[src/rtl/axi_lite_csr_bridge_if.sv]
// axi_lite_csr_bridge_if: AXI4-Lite bus bundle between the interconnect (master)
// and the CSR bridge (slave).
interface axi_lite_csr_bridge_if #(
   parameter int AXI_AW = 8,
   parameter int REG_DW = 32
);
   logic [AXI_AW-1:0]   awaddr;
   logic                awvalid;
   logic                awready;
   logic [REG_DW-1:0]   wdata;
   logic [REG_DW/8-1:0] wstrb;
   logic                wvalid;
   logic                wready;
   logic [1:0]          bresp;
   logic                bvalid;
   logic                bready;
   logic [AXI_AW-1:0]   araddr;
   logic                arvalid;
   logic                arready;
   logic [REG_DW-1:0]   rdata;
   logic [1:0]          rresp;
   logic                rvalid;
   logic                rready;
   modport master (
      output awaddr, awvalid, wdata, wstrb, wvalid, bready, araddr, arvalid, rready,
      input  awready, wready, bresp, bvalid, arready, rdata, rresp, rvalid
   );
   modport slave (
      input  awaddr, awvalid, wdata, wstrb, wvalid, bready, araddr, arvalid, rready,
      output awready, wready, bresp, bvalid, arready, rdata, rresp, rvalid
   );
endinterface

[src/rtl/axi_lite_csr_bridge.sv]
// axi_lite_csr_bridge: AXI4-Lite slave driving a CSR register file strobe interface,
// one transaction at a time with round-robin read/write arbitration.
module axi_lite_csr_bridge #(
   parameter int AXI_AW = 8,
   parameter int REG_DW = 32,
   parameter int REG_AW = 4
) (
   input  logic                 clk,
   input  logic                 srst,
   axi_lite_csr_bridge_if.slave s,
   output logic [REG_AW-1:0]    reg_addr,
   output logic [REG_DW-1:0]    reg_wdata,
   output logic                 reg_write,
   output logic                 reg_read,
   input  logic [REG_DW-1:0]    reg_rdata,
   input  logic [1:0]           access_violation
);
   localparam logic [2:0] IDLE = 3'd0, EXEC = 3'd1, SAMPLE = 3'd2, BRESP = 3'd3, RRESP = 3'd4;
   localparam int HW = AXI_AW - 2;
   logic [2:0]          state;
   logic                aw_held, w_held, ar_held, last_wr, cur_wr;
   logic [HW-1:0]       aw_addr, ar_addr, g_addr;
   logic [REG_DW-1:0]   w_data, rdata;
   logic [REG_DW/8-1:0] w_strb;
   logic [1:0]          resp;
   logic                wr_req, rd_req, gnt_wr, dec_err, pre_err;
   // addresses are held as word addresses; byte offset bits are dropped at capture
   always_comb begin
      wr_req  = aw_held & w_held;
      rd_req  = ar_held;
      gnt_wr  = wr_req & (!rd_req | !last_wr);
      g_addr  = gnt_wr ? aw_addr : ar_addr;
      dec_err = (g_addr >> REG_AW) != '0;
      pre_err = dec_err | (gnt_wr & (w_strb != '1));
   end
   assign s.awready = !aw_held;
   assign s.wready  = !w_held;
   assign s.arready = !ar_held;
   assign s.bvalid  = state == BRESP;
   assign s.rvalid  = state == RRESP;
   assign s.bresp   = resp;
   assign s.rresp   = resp;
   assign s.rdata   = rdata;
   assign reg_write = state == EXEC && cur_wr;
   assign reg_read  = state == EXEC && !cur_wr;
   always_ff @(posedge clk) begin
      if (srst) begin
         state     <= IDLE;
         aw_held   <= 1'b0;
         w_held    <= 1'b0;
         ar_held   <= 1'b0;
         last_wr   <= 1'b0;
         cur_wr    <= 1'b0;
         aw_addr   <= '0;
         ar_addr   <= '0;
         w_data    <= '0;
         w_strb    <= '0;
         resp      <= 2'b00;
         rdata     <= '0;
         reg_addr  <= '0;
         reg_wdata <= '0;
      end else begin
         if (s.awvalid && !aw_held) begin
            aw_held <= 1'b1;
            aw_addr <= s.awaddr[AXI_AW-1:2];
         end
         if (s.wvalid && !w_held) begin
            w_held <= 1'b1;
            w_data <= s.wdata;
            w_strb <= s.wstrb;
         end
         if (s.arvalid && !ar_held) begin
            ar_held <= 1'b1;
            ar_addr <= s.araddr[AXI_AW-1:2];
         end
         case (state)
            IDLE: if (wr_req || rd_req) begin
               cur_wr    <= gnt_wr;
               last_wr   <= gnt_wr;
               reg_addr  <= g_addr[REG_AW-1:0];
               reg_wdata <= w_data;
               resp      <= dec_err ? 2'b11 : 2'b10;
               state     <= pre_err ? (gnt_wr ? BRESP : RRESP) : EXEC;
               if (gnt_wr) begin
                  aw_held <= 1'b0;
                  w_held  <= 1'b0;
               end else begin
                  ar_held <= 1'b0;
                  rdata   <= '0;
               end
            end
            EXEC: state <= SAMPLE;
            SAMPLE: begin
               resp  <= access_violation == 2'd3 ? 2'b11 : access_violation != 2'd0 ? 2'b10 : 2'b00;
               state <= cur_wr ? BRESP : RRESP;
               if (!cur_wr) rdata <= access_violation == 2'd0 ? reg_rdata : '0;
            end
            BRESP: if (s.bready) state <= IDLE;
            RRESP: if (s.rready) state <= IDLE;
            default: state <= IDLE;
         endcase
      end
   end
endmodule

[src/flat_wrapper.sv]
// flat-port wrapper written by rule: the top's interface ports become plain ports
module axi_lite_csr_bridge_flat 
#(
   parameter int AXI_AW = 8,
   parameter int REG_DW = 32,
   parameter int REG_AW = 4
)
  (clk, srst, reg_addr, reg_wdata, reg_write, reg_read, reg_rdata, access_violation, s_awaddr, s_awvalid, s_wdata, s_wstrb, s_wvalid, s_bready, s_araddr, s_arvalid, s_rready, s_awready, s_wready, s_bresp, s_bvalid, s_arready, s_rdata, s_rresp, s_rvalid);
  axi_lite_csr_bridge_if #(.AXI_AW(AXI_AW), .REG_DW(REG_DW)) s_i ();
  input  logic clk;
  input  logic srst;
  output logic [REG_AW-1:0] reg_addr;
  output logic [REG_DW-1:0] reg_wdata;
  output logic reg_write;
  output logic reg_read;
  input  logic [REG_DW-1:0] reg_rdata;
  input  logic [1:0] access_violation;
  input wire logic [$bits(s_i.awaddr)-1:0] s_awaddr;
  input wire logic [$bits(s_i.awvalid)-1:0] s_awvalid;
  input wire logic [$bits(s_i.wdata)-1:0] s_wdata;
  input wire logic [$bits(s_i.wstrb)-1:0] s_wstrb;
  input wire logic [$bits(s_i.wvalid)-1:0] s_wvalid;
  input wire logic [$bits(s_i.bready)-1:0] s_bready;
  input wire logic [$bits(s_i.araddr)-1:0] s_araddr;
  input wire logic [$bits(s_i.arvalid)-1:0] s_arvalid;
  input wire logic [$bits(s_i.rready)-1:0] s_rready;
  output wire logic [$bits(s_i.awready)-1:0] s_awready;
  output wire logic [$bits(s_i.wready)-1:0] s_wready;
  output wire logic [$bits(s_i.bresp)-1:0] s_bresp;
  output wire logic [$bits(s_i.bvalid)-1:0] s_bvalid;
  output wire logic [$bits(s_i.arready)-1:0] s_arready;
  output wire logic [$bits(s_i.rdata)-1:0] s_rdata;
  output wire logic [$bits(s_i.rresp)-1:0] s_rresp;
  output wire logic [$bits(s_i.rvalid)-1:0] s_rvalid;
  assign s_i.awaddr = s_awaddr;
  assign s_i.awvalid = s_awvalid;
  assign s_i.wdata = s_wdata;
  assign s_i.wstrb = s_wstrb;
  assign s_i.wvalid = s_wvalid;
  assign s_i.bready = s_bready;
  assign s_i.araddr = s_araddr;
  assign s_i.arvalid = s_arvalid;
  assign s_i.rready = s_rready;
  assign s_awready = s_i.awready;
  assign s_wready = s_i.wready;
  assign s_bresp = s_i.bresp;
  assign s_bvalid = s_i.bvalid;
  assign s_arready = s_i.arready;
  assign s_rdata = s_i.rdata;
  assign s_rresp = s_i.rresp;
  assign s_rvalid = s_i.rvalid;
  axi_lite_csr_bridge #(.AXI_AW(AXI_AW), .REG_DW(REG_DW), .REG_AW(REG_AW)) u_core (.clk(clk), .srst(srst), .s(s_i), .reg_addr(reg_addr), .reg_wdata(reg_wdata), .reg_write(reg_write), .reg_read(reg_read), .reg_rdata(reg_rdata), .access_violation(access_violation));
endmodule
[config.mk]
export PLATFORM = sky130hd
export DESIGN_NAME = axi_lite_csr_bridge_flat
export DESIGN_NICKNAME = d
export VERILOG_FILES = /design/src/rtl/axi_lite_csr_bridge_if.sv /design/src/rtl/axi_lite_csr_bridge.sv /design/src/flat_wrapper.sv
export SDC_FILE = /design/constraint.sdc
export NUM_CORES = 1
export LEC_CHECK = 0
export BUFFER_PORTS_ARGS = -buffer_cell sky130_fd_sc_hd__buf_2
export CORE_ASPECT_RATIO = 0.6
export CORE_MARGIN = 10
export CORE_UTILIZATION = 35
export DETAILED_ROUTE_END_ITERATION = 16
export PLACE_DENSITY = 0.7
export SLEW_MARGIN = 20
export SYNTH_ARGS = -nofsm -noshare
export SYNTH_HDL_FRONTEND = slang
export SYNTH_SLANG_ARGS = --single-unit
export TNS_END_PERCENT = 20
[constraint.sdc]
create_clock -name clk -period 2.7 [get_ports clk]
set_clock_uncertainty 0.2 [all_clocks]
set_input_delay 0 -clock clk [delete_from_list [all_inputs] [get_ports clk]]
set_output_delay 0 -clock clk [all_outputs]
set_load 0.1 [all_outputs]
==> impl_results.md, run 1 <==
* Root Buffer: clkbuf_16
* Status: complete, no violations
* Min cycle time layout at 2570 ps
* Max frequency at 0.389 GHz
* Fin crit share at 0.953
* Final Util at 0.549
* CTS Buf Count at 17
* Worst setup EP type: flop
* Final WL at 16.5 mm
* Critical path's slowest cell: dlygate4sd3_1
* Xor/xnor share of the synthesized area at 0
* Area Overhead vs Synth at 52.1%
* EDFF count, synth at 0
* Via density at 4.75
* Die outline area at 19,500 sq um
* Via Count at 4,921
* Initial antenna violation count at 1
* Final Hold Fails at 0
* Post-Synth Simple-Gate Area at 0.246
* Pre-CTS WS at 529 ps
* Setup WS post-layout at 127 ps
* # IOs at 172
* Critical Path Max Stage Delay at 590 ps
* Avg WL per Cell at 15.9 um
* Clock Pin Slew Worst Setup and Hold Paths at 60 ps
* Critical path origin: u_core.aw_held$_SDFF_PP0_
* Tot GR Track Use at 0.168
* Crit path DAT at 2670 ps
* Core area at 13,800 sq um
* Routed Antenna Nets at 0
* Buf+Inv Stages, Crit Path at 2
* Syn nets at 666
* Main synth FF type: dfxtp_1
* Post-synthesis mux area share at 0.0322
* Postcts setup bufs at 0
* GPL Wtd Cong at 0.740
* CP required at 2800 ps
* Post-detail-place hpwl at 9.88 mm
* Fill count at 1,266
* Layout cells sized above 1 at 0.298
* Unrepaired setup endpoints after global routing: false
* # rows at 33
* First-pass GRT wire length at 27.2 mm
* Number of global-route vias before repair at 4,950
* Dominant combinational cell family by area after synthesis: simple AND/OR/NAND/NOR gates
* Flops & latches, synth at 125
* Worst setup SP type: flop
* Htree depth at 4
* Initial Util at 0.361
* Hold Path Stages at 4
* CTS tree: built
* Clock Latency Late Sink at 410 ps
* Die X at 174 um
* # Max-Cap Violations at 0
* DRC Markers at 0
* FF-to-FF Start: u_core.aw_held$_SDFF_PP0_
* CTS Buffer Depth at 2
* Adder-Cell Fraction of Synth Area at 0
* Critical setup path kind: reg -> reg
* Crit-path max FO at 6
* Port bufs at 167
* Max Slew Vio Count at 0
* Placed Area at 5850 sq um
* Most frequent cell on the critical path: dlygate4sd3_1
* Worst VDD drop at 0.000452 V
* FF-to-FF path depth at 5
* Static Leak at 3.24 nW
* FFs w/ async S/R, synth at 0
* Compound-Gate Fraction of Synth Area at 0.157
* PD cells at 776 nW/um^2
* Cell count after synthesis at 573
* CP Cell Sequence: nor2b_2, mux2i_1, dlygate4sd3_1, nor2_1, dlygate4sd3_1
* Yosys Warn Count at 0
* WP depth at 5
* Chip Height at 112 um
* DR pass1 iterations at 4
* Hold path startpoint: reg_rdata[1]
* Nets@finish at 923
* Clk sinks at 125
* Remaining global-route overflow at 0
* Starting DRC count in detailed routing at 366
* Slew headroom at 0.424
* Worst Hold Slack at 176 ps
* Worst-Margin Slew at 864 ps
* Largest net degree at the start of global routing at 89
* Final instance area at 7570 sq um
* Final setup vio count at 0
* Avg Inst Size Synth at 8.68 sq um
* Delay-heaviest family, CP: buffers and inverters
* Yosys cell types at 39
* R2r setup slk at 130 ps
* HP Class: in -> reg
* Sequential share of the synthesized area at 0.503
* Synthesized area at 4980 sq um
==> flip-flops by register name, summed over array words and instances, names as in the netlist <==
signal / count
u_core.aw_held: 1
u_core.reg_addr: 4
u_core.w_held: 1
u_core.w_data: 32
u_core.s.rdata: 32
u_core.state: 3
u_core.s.bresp: 2
u_core.ar_addr: 6
u_core.last_wr: 1
u_core.reg_wdata: 32
u_core.aw_addr: 6
u_core.w_strb: 4
u_core.ar_held: 1
==> worst paths after layout <==
path / to
hold / removal: u_core.s.rdata[1]$_SDFFE_PP0P_
setup / recovery: u_core.aw_addr[2]$_SDFFE_PP0P_
hold reg to reg: u_core.reg_wdata[14]$_SDFFE_PP0P_
setup reg to reg: u_core.aw_addr[2]$_SDFFE_PP0P_
==> worst reg2reg max path, delay by kind of cell, from the launching register on <==
kind / cells / cell delay, ps
mux: 1 / 300
simple gates: 2 / 440
buf+inv: 2 / 1180
flops: 1 / 350
==> per-layer routing <==
metal  GRT usage  up-vias  part of all wire
met3      0.0469       18             0.056
met2       0.281      136              0.48
met5           0        -                 0
met1       0.207     2306              0.45
met4      0.0516        0            0.0086
li1            -     2461                 -
==> kinds of logic (layout without fill, tap and decap cells) <==
logic type,after synthesis,in the layout
simple gates,256,256
flops,125,125
compound gates,123,123
buf+inv,53,323
mux,16,16
other cells,0,1
==> through the flow <==
step / instances / setup TNS, ps / total power [W]
finish: 1036 / 0 / 0.00587
floorplan: 573 / -1640 / 0.00327
global route: 1036 / 0 / 0.00614
CTS: 1035 / 0 / 0.00591
detailed placement: 891 / 0 / 0.00347
global placement: 891 / 0 / 0.00347
==> repair_timing <==
item / CTS / global route
hold buffers: 112 / 0
hold endpoints to repair: 91 / 0
gates resized for setup: 0 / 3
setup endpoints to repair: 0 / 10
==> power breakdown <==
part	leakage [nW]	switching, W	internal, W
Clock	0.281	0.000898	0.00137
Sequential	1.02	0.0000998	0.00196
Combinational	1.94	0.00112	0.000423
Total	3.24	0.00212	0.00375
==> cells in the mapped netlist (2+ instances only) <==
cell type | number | area share
nand2_1 | 143 | 0.11
dfxtp_1 | 125 | 0.50
a21oi_1 | 74 | 0.074
nand4_1 | 33 | 0.041
nand2b_1 | 32 | 0.040
o21ai_2 | 31 | 0.055
clkbuf_1 | 27 | 0.020
nor2_1 | 25 | 0.019
mux2i_1 | 16 | 0.032
buf_2 | 10 | 0.010
a211oi_1 | 7 | 0.011
nor3_1 | 6 | 0.0060
buf_4 | 4 | 0.0060
buf_6 | 4 | 0.0091
nor2b_1 | 4 | 0.0050
buf_12 | 3 | 0.012
inv_1 | 3 | 0.0023
o21ai_0 | 3 | 0.0030
buf_1 | 2 | 0.0015
o21ai_1 | 2 | 0.0020
==> layout by cell type, fill, tap and decap left out, types with 4 or more instances in the layout <==
| master | n |
|---|---|
| clkbuf_16 | 17 |
| a211oi_1 | 7 |
| nor3_1 | 6 |
| nor2_1 | 25 |
| nand2_1 | 143 |
| buf_2 | 166 |
| nand2b_1 | 32 |
| a21oi_1 | 74 |
| o21ai_2 | 31 |
| inv_6 | 4 |
| mux2i_1 | 16 |
| nand4_1 | 33 |
| buf_4 | 9 |
| clkinv_4 | 4 |
| dfxtp_1 | 125 |
| dlygate4sd3_1 | 112 |
==> layout make-up <==
cell class | instances | area [sq um] | area share
flip-flops and latches | 125 | 2500 | 0.331
multi-input cells | 395 | 2190 | 0.289
repair buffers | 288 | 2040 | 0.269
clock buffers | 17 | 425 | 0.0562
well taps | 192 | 240 | 0.0317
clock inverters | 15 | 163 | 0.0215
inverters | 3 | 11.3 | 0.00149
diodes | 1 | 2.50 | 0.000331
(Power assumes the default switching activity.)
==> run 2: changes to the inputs <==
- PLACE_DENSITY: 0.7 -> 0.58
==> impl_results.md, run 2 (synthesis results as in run 1) <==
* Final Hold Fails at 0
* Post-detail-place hpwl at 10.3 mm
* Final Util at 0.539
* CTS Buffer Depth at 2
* Met3 Use GR at 0.0515
* GRT Max-Usage Layer: met2
* Root Buffer: clkbuf_16
* Nets@finish at 914
* Max Slew Vio Count at 0
* PD cells at 765 nW/um^2
* # IOs at 172
* Worst setup SP type: flop
* Status: complete, no violations
* Remaining global-route overflow at 0
* # Max-Cap Violations at 0
* Setup WS post-layout at 128 ps
* Static Leak at 3.18 nW
* Diodes inserted at 0
* Clock Latency Late Sink at 410 ps
* Final Instance Count excl. Fillers at 1,025
* Final WL at 15.9 mm
* Max frequency at 0.389 GHz
* Pre-CTS WS at 496 ps
* Die X at 174 um
* CTS tree: built
* Met2 Track Usage GR at 0.267
* Initial Util at 0.361
* Slew headroom at 0.426
* Clock Pin Slew Worst Setup and Hold Paths at 60 ps
* Crit-path max FO at 7
* Worst VDD drop at 0.000420 V
* CP required at 2790 ps
* Die outline area at 19,500 sq um
* # rows at 33
* Port bufs at 167
* Critical setup path kind: reg -> reg
* Number of global-route vias before repair at 4,982
* Worst-Margin Slew at 861 ps
* Chip Height at 112 um
* Htree depth at 4
* Min cycle time layout at 2570 ps
* Via Count at 4,940
* Register Area at 2500 sq um
* M1 GR Usage at 0.189
* Multi-input logic area at 2180 sq um
* Clk sinks at 125
* Fin Setup TNS at 0 ps
* DRC Markers at 0
* Starting DRC count in detailed routing at 345
* Unrepaired setup endpoints after global routing: false
* Critical Path Max Stage Delay at 590 ps
* Layout cells sized above 1 at 0.297
* Initial antenna violation count at 0
* GPL Wtd Cong at 0.766
* CTS Buf Count at 17
* Most frequent cells in the layout: buf_2, nand2_1, dfxtp_1
* HP Class: in -> reg
* Core area at 13,800 sq um
* Fin crit share at 0.952
* Cell Count Post-Placement at 890
* Routed Antenna Nets at 0
* Crit path DAT at 2670 ps
* Final setup vio count at 0
* Most common cell after layout, fill and taps aside: buf_2
* CP Cell Sequence: nor2b_2, mux2i_1, dlygate4sd3_1, nor2_1, dlygate4sd3_1
* Via density at 4.82
* Tot GR Track Use at 0.159
* Largest net degree at the start of global routing at 87
* Critical path's slowest cell: dlygate4sd3_1
* Largest regs: u_core.reg_wdata (32), u_core.s.rdata (32), u_core.w_data (32)
* Worst setup EP type: flop
* DR pass1 iterations at 4
* First-pass GRT wire length at 25.9 mm
* Area Overhead vs Synth at 49.3%
* Most frequent cell on the critical path: dlygate4sd3_1
* Avg WL per Cell at 15.5 um
* Postcts setup bufs at 0
* Fill count at 1,295
run 2: cell types whose count changed in the layout (fill, tap and decap cells not counted):
| cell | delta |
|---|---|
| dlygate4sd3_1 | -8 |
| clkinv_2 | +4 |
| inv_6 | -4 |
| clkinv_4 | -3 |
| buf_4 | -1 |
| bufinv_16 | -1 |
| clkbuf_1 | +1 |
| clkbuf_8 | +1 |
| clkinvlp_4 | +1 |
| diode_2 | -1 |
| nor2b_1 | +1 |
| nor2b_4 | -1 |
run 2: metal layers:
layer  routed length (um)  share of wire
met1                 7070           0.44
met2                 7690           0.48
met3                  861          0.054
met4                  290          0.018
met5                    0              0
run 2: final cells by class:
cell class | count | area share
Timing Repair Buffer | 279 | 0.263
Multi-Input combinational cell | 395 | 0.293
Tap cell | 192 | 0.0323
Inverter | 3 | 0.00152
Clock buffer | 19 | 0.0596
Clock inverter | 12 | 0.0133
Sequential cell | 125 | 0.337
run 2: critical path: cells and delay by family (launching register included):
kind,cells,cell delay [ps]
buffers and inverters,2,1170
DFF,1,390
and+or+nand+nor,2,450
muxes,1,250
run 2: power by group:
part | switching (W) | internal, W
clock network | 0.000817 | 0.00127
registers | 0.0000976 | 0.00196
logic | 0.00112 | 0.000408
total | 0.00204 | 0.00364
run 2: metrics by stage:
step | hold WS (ps) | total power [W] | area [sq um]
floorplan | -64.0 | 0.00327 | 4980
global placement | 34.4 | 0.00347 | 5840
detailed placement | 45.0 | 0.00349 | 5840
CTS | 0.888 | 0.00573 | 7420
global route | 42.5 | 0.00592 | 7430
finish | 27.5 | 0.00568 | 7430
run 2: worst paths after layout:
check | start | end | slack, ps | depth (start not counted)
max | u_core.ar_held$_SDFF_PP0_ | u_core.ar_addr[4]$_SDFFE_PP0P_ | 130 | 5
min | srst | u_core.reg_wdata[25]$_SDFFE_PP0P_ | 30 | 2
max reg2reg | u_core.ar_held$_SDFF_PP0_ | u_core.ar_addr[4]$_SDFFE_PP0P_ | 130 | 5
min reg2reg | u_core.w_data[20]$_SDFFE_PP0P_ | u_core.reg_wdata[20]$_SDFFE_PP0P_ | 250 | 2
run 2: repair_timing:
action,CTS,global route
hold endpoints to repair,88,0
hold buffers,104,0
resized for setup,0,1
endpoints found under the setup margin,0,3
==> run 3: changes to the inputs <==
- CORE_MARGIN: 10 -> not set
- HOLD_SLACK_MARGIN: not set -> 0.15
==> impl_results.md, run 3 <==
* Status: aborted with a tool error
* Fail Step: 4_1_cts
* Error: [ERROR RSZ-0060] Max buffer count reached.
* Top cells by count, synth: nand2_1, dfxtp_1, a21oi_1
* FFs w/ async S/R, synth at 0
* Initial Util at 0.362
* CTS Buffer Depth at 2
* Adder-Cell Fraction of Synth Area at 0
* Chip Height at 94.4 um
* GPL Wtd Cong at 0.775
* Post-detail-place hpwl at 8.71 mm
* Cell taking the most area after synthesis: dfxtp_1
* Synthesized area at 4980 sq um
* Compound-Gate Fraction of Synth Area at 0.157
* Yosys Warn Count at 0
* Postcts setup bufs at 0
* Root Buffer: clkbuf_16
* Hold-fix buffers, CTS at 186
* Cell count after synthesis at 573
* # rows at 33
* Avg Inst Size Synth at 8.68 sq um
* Post-Synth Simple-Gate Area at 0.246
* EDFF count, synth at 0
* Synth area leaders: dfxtp_1, nand2_1, a21oi_1
* Port bufs at 167
* Yosys cell types at 39
* CTS Buf Count at 17
* Clk sinks at 125
* Count leader, synth: nand2_1
* Die X at 156 um
* Dominant combinational cell family by area after synthesis: simple AND/OR/NAND/NOR gates
* # IOs at 172
* Htree depth at 4
* CTS resizes at 0
* Flops & latches, synth at 125
* Sequential share of the synthesized area at 0.503
* Share of the synthesized area in the top cell type at 0.503
* Syn nets at 666
* Main synth FF type: dfxtp_1
* Post-synthesis mux area share at 0.0322
* Xor/xnor share of the synthesized area at 0
[run 3: cell counts after synthesis]
Identical to the previous run, type by type.
[run 3: logic make-up after synthesis]
logic type / after synthesis
AOI/OAI and AO/OA: 123
buffers and inverters: 53
DFF: 125
muxes: 16
and+or+nand+nor: 256
[run 3: stage by stage]
stage / utilization / TNS [ps] / setup WS, ps / instance area (sq um) / std cells
after detailed placement: 0.425 / 0 / 499 / 5850 / 891
after floorplan: - / -1640 / -959 / 4980 / 573
after global placement: 0.425 / 0 / 550 / 5850 / 891
==> run 4: changes to the inputs <==
- CORE_ASPECT_RATIO: 0.6 -> not set
- CORE_UTILIZATION: 35 -> 20
- HOLD_SLACK_MARGIN: 0.15 -> not set
- PLACE_DENSITY: 0.58 -> not set
- PLACE_DENSITY_LB_ADDON: not set -> 0.15
==> impl_results.md, run 4 (synthesis results as in run 1) <==
* CTS Buf Count at 17
* Status: complete, no violations
* Clk sinks at 125
* Port bufs at 167
* Root Buffer: clkbuf_16
* CP required at 2800 ps
* Final setup vio count at 0
* Worst setup SP type: flop
* Diodes inserted at 0
* Multi-input logic area at 2190 sq um
* # Max-Cap Violations at 0
* Starting DRC count in detailed routing at 156
* PD cells at 782 nW/um^2
* Area Overhead vs Synth at 55.3%
* Layout cells sized above 1 at 0.300
* Number of global-route vias before repair at 4,922
* Worst setup EP type: flop
* Pre-CTS WS at 558 ps
* FF-to-FF path depth at 5
* Nets@finish at 919
* First-pass GRT wire length at 25.9 mm
* Die X at 160 um
* Min cycle time layout at 2450 ps
* Largest regs: u_core.reg_wdata (32), u_core.s.rdata (32), u_core.w_data (32)
* Max Slew Vio Count at 0
* Largest net degree at the start of global routing at 81
* Most frequent cell on the critical path: dlygate4sd3_1
* Clock Pin Slew Worst Setup and Hold Paths at 60 ps
* Cell Count Post-Placement at 1,025
* Worst VDD drop at 0.000347 V
* Seq pwr share at 0.340
* Remaining global-route overflow at 0
* Chip Height at 160 um
* Post-detail-place hpwl at 9.94 mm
* Internal at 0.00387 W
* Switching Fraction at 0.359
* Worst Hold Slack at 164 ps
* P_sw at 0.00217 W
* Most common cell after layout, fill and taps aside: buf_2
* Final instance area at 7730 sq um
* Htree depth at 4
* DRC Markers at 0
* Worst-Margin Slew at 860 ps
* CTS Buffer Depth at 2
* Static Leak at 3.23 nW
* Initial antenna violation count at 0
* Via density at 4.12
* FF-to-FF Start: u_core.aw_held$_SDFF_PP0_
* Final Hold Fails at 0
* Placed Area at 6050 sq um
* Crit path DAT at 2550 ps
* Critical path's slowest cell: dlygate4sd3_1
* Final Instance Count excl. Fillers at 1,163
* CTS tree: built
* Fill count at 2,646
* Crit-path max FO at 6
* Combinational group share of total power at 0.261
* Critical setup path kind: reg -> reg
* DR pass1 iterations at 4
* Hold path startpoint: s_araddr[2]
* Critical Path Max Stage Delay at 590 ps
* Avg WL per Cell at 13.6 um
* Worst r2r dst: u_core.aw_addr[1]$_SDFFE_PP0P_
* Slew headroom at 0.427
* Die outline area at 25,500 sq um
* Most frequent cells in the layout: buf_2, nand2_1, dfxtp_1
* GPL Wtd Cong at 0.715
* Core area at 24,400 sq um
* Register Area at 2500 sq um
* # rows at 57
* Routed Antenna Nets at 0
* Tot GR Track Use at 0.128
* Setup WS post-layout at 247 ps
* Clk network pwr share at 0.399
* Clock Latency Late Sink at 410 ps
* CP Cell Sequence: nor2b_2, mux2i_1, dlygate4sd3_1, nor2_1, dlygate4sd3_1
* Max frequency at 0.408 GHz
* Hold Path Stages at 4
* HP Class: in -> reg
* Fin crit share at 0.908
* Via Count at 4,794
* Final WL at 15.9 mm
* # IOs at 172
* Initial Util at 0.204
* R2r setup slk at 250 ps
* Hold endpoint: u_core.ar_addr[0]$_SDFFE_PP0P_
* Unrepaired setup endpoints after global routing: false
## run 4: how the worst max path moves through the flow
stage,from,endpoint,slack [ps],depth (start not counted)
6_report,u_core.aw_held$_SDFF_PP0_,u_core.aw_addr[1]$_SDFFE_PP0P_,250,5
5_1_grt,u_core.aw_held$_SDFF_PP0_,u_core.aw_addr[2]$_SDFFE_PP0P_,110,5
4_1_cts,u_core.aw_held$_SDFF_PP0_,u_core.aw_addr[3]$_SDFFE_PP0P_,30,5
3_5_place_dp,u_core.state[1]$_SDFFE_PP0P_,u_core.s.rdata[29]$_SDFFE_PP0P_,560,5
3_3_place_gp,u_core.state[1]$_SDFFE_PP0P_,u_core.s.rdata[29]$_SDFFE_PP0P_,540,5
2_1_floorplan,u_core.last_wr$_SDFFE_PP0P_,reg_write,-960,2
## run 4: per-layer routing
layer  share of wire  GRT usage  vias to the layer above  routed length, um
met5               0          0                        -                  0
met2            0.46      0.212                      142               7250
met4          0.0080     0.0393                        0                127
li1                -          -                     2448                  -
met1            0.47      0.159                     2196               7510
met3           0.062     0.0400                        8                983
## run 4: what timing repair did
action	4_1_cts	5_1_grt
hold endpoints to repair	88	0
resized for setup	0	1
buffers inserted	0	0
setup endpoints to repair	0	6
hold buffers	106	0
## run 4: final cells by class
class                      count  share of cell area
timing repair buffer         284               0.260
multi-input combinational    395               0.283
inverter                       3             0.00146
sequential                   125               0.324
clock buffer                  17              0.0550
tap                          324              0.0525
clock inverter                15              0.0246
## run 4: stage by stage
step                      total power, W   util  TNS [ps]
after detailed placement         0.00356  0.248         0
after global placement           0.00357  0.248         0
after global routing             0.00635  0.317         0
after floorplan                  0.00327      -     -1640
after CTS                        0.00618  0.317         0
final                            0.00604  0.317         0
## run 4: critical path: cells and delay by family, from the launching register on
family / cells / cell delay (ps)
mux: 1 / 240
flops: 1 / 350
simple gates: 2 / 390
buf+inv: 2 / 1160
## run 4: power groups by stage
stage | registers [W] | logic, W | clock network [W]
after floorplan | 0.00241 | 0.000856 | 0
after global placement | 0.00210 | 0.00147 | 0
after detailed placement | 0.00210 | 0.00147 | 0
after CTS | 0.00205 | 0.00161 | 0.00252
after global routing | 0.00207 | 0.00169 | 0.00259
final | 0.00205 | 0.00158 | 0.00241
